## src/rtl/func_ret_rob.sv

```systemverilog
`default_nettype none
// +------------------------------------------------------------------------+
// | func_ret_rob : return-value reorder buffer, releases data in tag order |
// | Rev 1.0                                                                |
// +------------------------------------------------------------------------+
module func_ret_rob #(
  parameter int RET_DW     = 32,
  parameter int CALL_SEQ_W = 2,
  parameter int INST_NUM   = 4
) (
  input  logic                           clk,
  input  logic                           rstn,
  input  logic                           alloc_req,
  output logic                           alloc_gnt,
  output logic [CALL_SEQ_W-1:0]          alloc_seq,
  input  logic [INST_NUM-1:0]            ret_valid,
  input  logic [INST_NUM*CALL_SEQ_W-1:0] ret_seq,
  input  logic [INST_NUM*RET_DW-1:0]     ret_data,
  output logic [INST_NUM-1:0]            ret_ready,
  output logic                           out_valid,
  output logic [RET_DW-1:0]              out_data,
  input  logic                           out_ready,
  output logic [CALL_SEQ_W:0]            occupancy,
  output logic                           err
);

  localparam int DEPTH = 1 << CALL_SEQ_W;
  localparam logic [CALL_SEQ_W:0] c_full = {1'b1, {CALL_SEQ_W{1'b0}}};

  logic [CALL_SEQ_W-1:0] r_head;
  logic [CALL_SEQ_W-1:0] r_tail;
  logic [CALL_SEQ_W:0]   r_occ;
  logic [DEPTH-1:0]      r_alloc;
  logic [DEPTH-1:0]      r_done;
  logic [RET_DW-1:0]     r_mem [DEPTH];
  logic                  r_out_valid;
  logic [RET_DW-1:0]     r_out_data;
  logic                  r_err;

  logic [CALL_SEQ_W-1:0] w_seq  [INST_NUM];
  logic [RET_DW-1:0]     w_data [INST_NUM];
  logic [INST_NUM-1:0]   w_legal;
  logic [INST_NUM-1:0]   w_dup;
  logic [INST_NUM-1:0]   w_wr;
  logic [INST_NUM-1:0]   w_bad;
  logic                  w_retire;
  logic [CALL_SEQ_W-1:0] w_head_nxt;
  logic [DEPTH-1:0]      w_alloc_nxt;
  logic [DEPTH-1:0]      w_done_nxt;
  logic [RET_DW-1:0]     w_out_data_nxt;

  generate
    for (genvar g = 0; g < INST_NUM; g++) begin : g_chan
      assign w_seq[g]   = ret_seq[g*CALL_SEQ_W +: CALL_SEQ_W];
      assign w_data[g]  = ret_data[g*RET_DW +: RET_DW];
      assign w_legal[g] = ret_valid[g] && r_alloc[w_seq[g]] && !r_done[w_seq[g]];
    end
  endgenerate

  // Lowest-index channel wins when several present the same tag.
  always_comb begin
    w_dup = '0;
    for (int i = 1; i < INST_NUM; i++) begin
      for (int j = 0; j < i; j++) begin
        if (ret_valid[j] && (w_seq[j] == w_seq[i])) begin
          w_dup[i] = 1'b1;
        end
      end
    end
  end

  assign w_wr      = w_legal & ~w_dup;
  assign w_bad     = ret_valid & ~w_legal;
  assign ret_ready = rstn ? (w_wr | w_bad) : '0;

  // Full is judged on registered occupancy only; a same-cycle retire does not help.
  assign alloc_gnt = rstn && alloc_req && (r_occ < c_full);
  assign alloc_seq = r_tail;

  assign w_retire   = r_out_valid && out_ready;
  assign w_head_nxt = w_retire ? r_head + 1'b1 : r_head;

  always_comb begin
    w_alloc_nxt = r_alloc;
    w_done_nxt  = r_done;
    if (w_retire) begin
      w_alloc_nxt[r_head] = 1'b0;
      w_done_nxt[r_head]  = 1'b0;
    end
    if (alloc_gnt) begin
      w_alloc_nxt[r_tail] = 1'b1;
    end
    for (int i = 0; i < INST_NUM; i++) begin
      if (w_wr[i]) begin
        w_done_nxt[w_seq[i]] = 1'b1;
      end
    end
  end

  // Forward a same-cycle write into the next head slot so latency stays at one cycle.
  always_comb begin
    w_out_data_nxt = r_mem[w_head_nxt];
    for (int i = 0; i < INST_NUM; i++) begin
      if (w_wr[i] && (w_seq[i] == w_head_nxt)) begin
        w_out_data_nxt = w_data[i];
      end
    end
  end

  always_ff @(posedge clk or negedge rstn) begin
    if (!rstn) begin
      r_head      <= '0;
      r_tail      <= '0;
      r_occ       <= '0;
      r_alloc     <= '0;
      r_done      <= '0;
      r_out_valid <= 1'b0;
      r_out_data  <= '0;
      r_err       <= 1'b0;
    end else begin
      r_alloc     <= w_alloc_nxt;
      r_done      <= w_done_nxt;
      r_head      <= w_head_nxt;
      r_out_valid <= w_done_nxt[w_head_nxt];
      if (w_done_nxt[w_head_nxt]) begin
        r_out_data <= w_out_data_nxt;
      end
      if (alloc_gnt) begin
        r_tail <= r_tail + 1'b1;
      end
      case ({alloc_gnt, w_retire})
        2'b10:   r_occ <= r_occ + 1'b1;
        2'b01:   r_occ <= r_occ - 1'b1;
        default: r_occ <= r_occ;
      endcase
      if (|w_bad) begin
        r_err <= 1'b1;
      end
    end
  end

  // Data storage carries no reset; stale slots are never marked done.
  always_ff @(posedge clk) begin
    for (int i = 0; i < INST_NUM; i++) begin
      if (w_wr[i]) begin
        r_mem[w_seq[i]] <= w_data[i];
      end
    end
  end

  assign out_valid = r_out_valid;
  assign out_data  = r_out_data;
  assign occupancy = r_occ;
  assign err       = r_err;

endmodule
`default_nettype wire

```

## config.mk

```make
export PLATFORM = sky130hd
export DESIGN_NAME = func_ret_rob
export DESIGN_NICKNAME = d
export VERILOG_FILES = /design/src/rtl/func_ret_rob.sv
export SDC_FILE = /design/constraint.sdc
export NUM_CORES = 1
export LEC_CHECK = 0
export CAP_MARGIN = 20
export CORE_MARGIN = 4
export CORE_UTILIZATION = 55
export CTS_CLUSTER_SIZE = 25
export DETAILED_ROUTE_END_ITERATION = 6
export PLACE_DENSITY_LB_ADDON = 0.08
export SLEW_MARGIN = 30
export SYNTH_ARGS = -nofsm -noshare
export SYNTH_HDL_FRONTEND = slang
export SYNTH_SLANG_ARGS = --single-unit
```

## constraint.sdc

```tcl
create_clock -name clk -period 3.29 [get_ports clk]
set_input_delay 0.4935 -clock clk [delete_from_list [all_inputs] [get_ports clk]]
set_output_delay 0.4935 -clock clk [all_outputs]
set_load 0.02 [all_outputs]
```

==> results.cfg <==
[placement]
routabilityCongestion = 0.906
dp_hpwl_um = 26700
post_dp_cell_area_um2 = 14800
io_buffers = 187

[worst_setup_path]
cp_top_family = buffers and inverters
critical_path_class = in -> out
required_ps = 2800
rr_endpoint = out_data[26]
critPathCaptureType = output port
cp_num_buf_inv = 2
crit-reg2reg-launch = r_head[1]
crit_path_start_kind = input pin
path_max_fanout = 10
slowest_stage = clkdlybuf4s50_1
cp_common_cell = clkdlybuf4s50_1
arrival_ps = 2720
r2r_cells = 11
crit_chain = clkdlybuf4s50_1 -> mux2i_1 -> a2111oi_0 -> a21o_1 -> a21oi_1 -> clkdlybuf4s50_1
cpPeakStageDelay_ps = 710
r2r_slack_ps = 570

[sta]
fmax_mhz = 311
fin_skew_ps = 12.1
drv_slew = 0
slew_headroom_pct = 48.6
worst_pin_slew_ps = 771
fin_crit_ps = 3210
setup_viol = 0
final_hold_viol_count = 0
fin_setup_tns_ps = 0
hold_ws_ps = 502
rsz0062_at_grt = false
finalCritPeriodShare_pct = 97.7

[logic_synthesis]
yosys.cell_types.count = 60
synthCells = 1209
ys_ff_latch = 177
syn_nets = 1363
synth_largest_area_cell = edfxtp_1
synth_area_leaders = edfxtp_1 (32%), mux2i_1 (14%), dfrtp_1 (10%)
yosys_most_used_dff = edfxtp_1
yosys_warnings = 0
ys_seq_area_share_pct = 41.9
synth_edf_count = 128
syn_area_per_cell_um2 = 10.0
synth_top_area_share_pct = 31.8
syn-cell-area_um2 = 12100
async_reset_ff_share_pct = 27.7

[floorplan]
core_area_um2 = 21300
die_h_um = 156
die_w_um = 156
io_pins = 188
die-area_um2 = 24400
rows = 53
initial_utilization_pct = 56.8

[pwr]
combPwrFrac_pct = 51.1
clkPwrFrac_pct = 18.9
p_sw_share_pct = 38.3
power_density_nw_per_um2 = 726
vdd_drop_max_uv = 599
p_leak_uw = 0.00593
intPower_uw = 6890
p_sw_uw = 4280
seq_power_share_pct = 30.0

[flow_run]
max-cap-violations = 0

[detailed_routing]
wirelength_um = 42300
top_layer_used = met5
ant_nets = 0
viasPerCell = 6.78
dr.pass1.iters = 6
drc = 0
met3WireLength_um = 5210
wl_met2_um = 20200
avgRoutedWirePerCell_um = 25.3
vias = 11350
met1_length_um = 15400
first_iter_violations = 1418

[clock_network]
clk_latency_ps = 430
path_clk_slew_ps = 70
cts_sinks = 177
clock-root-buffer = clkbuf_16
cts_max_level = 4
cts_resized = 0
cts_tree = built
clockBufferDepth = 2
numCtsBuffers = 17

[global_route]
antenna_found_initial = 1
grt_pass1_vias = 11328
grt_max_degree = 47
grt_use_total_pct = 33.9
grt_overflow = 0
grt_pass1_wl_um = 63900

[hold_path]
hold_path_class = reg -> reg
holdPathStages = 1
min-delay-start = occupancy[2]
min_to = occupancy[2]

[cells_and_area]
final_cell_area_um2 = 15400
finalNetCount = 1539
syn2layout_area_growth_pct = 27.4
layout-drive-gt1-share_pct = 11.7
final_common_cell = clkdlybuf4s50_1
antennaDiodeCount = 0
mostFrequentLayoutCells = clkdlybuf4s50_1 (186), mux2i_1 (164), o21ai_0 (160)
n_fill_cell = 1487

[status]
status = finished clean
[sequential cells by signal (all words and copies together) (netlist names)]
signal	flops
r_mem	128
out_data	32
r_alloc	4
r_done	4
occupancy	3
alloc_seq	2
r_head	2
err	1
out_valid	1
[worst max path at each step]
stage / from / to / slack, ps / cells past startpoint
floorplan: ret_seq[5] / r_mem[0][0] / 310 / 8
finish: ret_seq[5] / ret_ready[2] / 80 / 6
global route: ret_seq[5] / ret_ready[2] / 10 / 6
CTS: ret_seq[5] / ret_ready[2] / 90 / 6
detailed placement: ret_seq[5] / out_data[7] / 80 / 8
global placement: ret_seq[2] / ret_ready[1] / 160 / 5
[stage by stage]
stage | power, uW | cells | util [%] | setup slack, ps
5_1_grt | 11700 | 1673 | 72.3 | 13.8
2_1_floorplan | 6960 | 1209 | - | 312
6_report | 11200 | 1673 | 72.3 | 75.2
3_5_place_dp | 9000 | 1639 | 69.3 | 83.8
3_3_place_gp | 8880 | 1639 | 69.3 | 161
4_1_cts | 11100 | 1672 | 72.2 | 92.4
[per-layer routing]
metal,up-vias,global-route usage (%)
met5,-,0
met4,2,13.8
met3,146,7.38
met2,883,55.3
met1,5399,44.4
li1,4920,-
[synthesized netlist by cell type, drive strengths merged, types with 2 or more instances]
library cell	instances
nor2	47
clkbuf	75
o2111ai	4
inv	52
a31oi	35
a211oi	5
nand2	142
nor4b	3
a21oi	37
xnor2	20
nor4	2
dfrtp	49
and3	4
o21ai	160
mux2i	164
and2	3
ha	9
nor4bb	2
buf	27
or3	2
a22o	36
mux4	32
nand3	16
xor2	6
edfxtp	128
a21o	2
nand2b	4
a41oi	2
nand3b	3
a221oi	3
o22ai	3
nor3	5
o21bai	2
a22oi	96
nor2b	10
or4b	2
[worst reg2reg max path, delay by kind of cell (launching register included)]
kind / cells / cell delay, ps
and+or+nand+nor: 3 / 530
buffers and inverters: 4 / 620
muxes: 1 / 230
DFF: 1 / 370
adders and majority gates: 1 / 490
AOI/OAI and AO/OA: 2 / 380
[layout make-up]
type	instances	area [um2]	share of cell area (%)
inverters	53	199	1.29
well taps	275	344	2.23
flip-flops and latches	177	5070	32.9
repair buffers	259	2660	17.2
multi-input cells	877	6530	42.4
clock buffers	18	429	2.79
clock inverters	14	171	1.11
[logic make-up after synthesis]
family	after synthesis	share of synthesized area [%]
AOI/OAI and AO/OA	395	20.9
xor gates and xnor gates	27	2.07
adders and majority gates	10	1.10
buffers and inverters	155	5.33
DFF	177	41.9
muxes	197	19.6
and+or+nand+nor	248	9.03
[power by group through the flow]
stage	Sequential [uW]	Clock (uW)	Combinational (uW)
4_1_cts	3330	2110	5660
2_1_floorplan	3570	0	3390
3_3_place_gp	3360	0	5520
6_report	3350	2120	5710
5_1_grt	3400	2210	6130
3_5_place_dp	3360	0	5630
[timing repair]
action | in CTS | in global routing
setup buffers | 0 | 0
hold endpoints to repair | 9 | 0
hold buffers | 1 | 0
(Power assumes the default switching activity.)
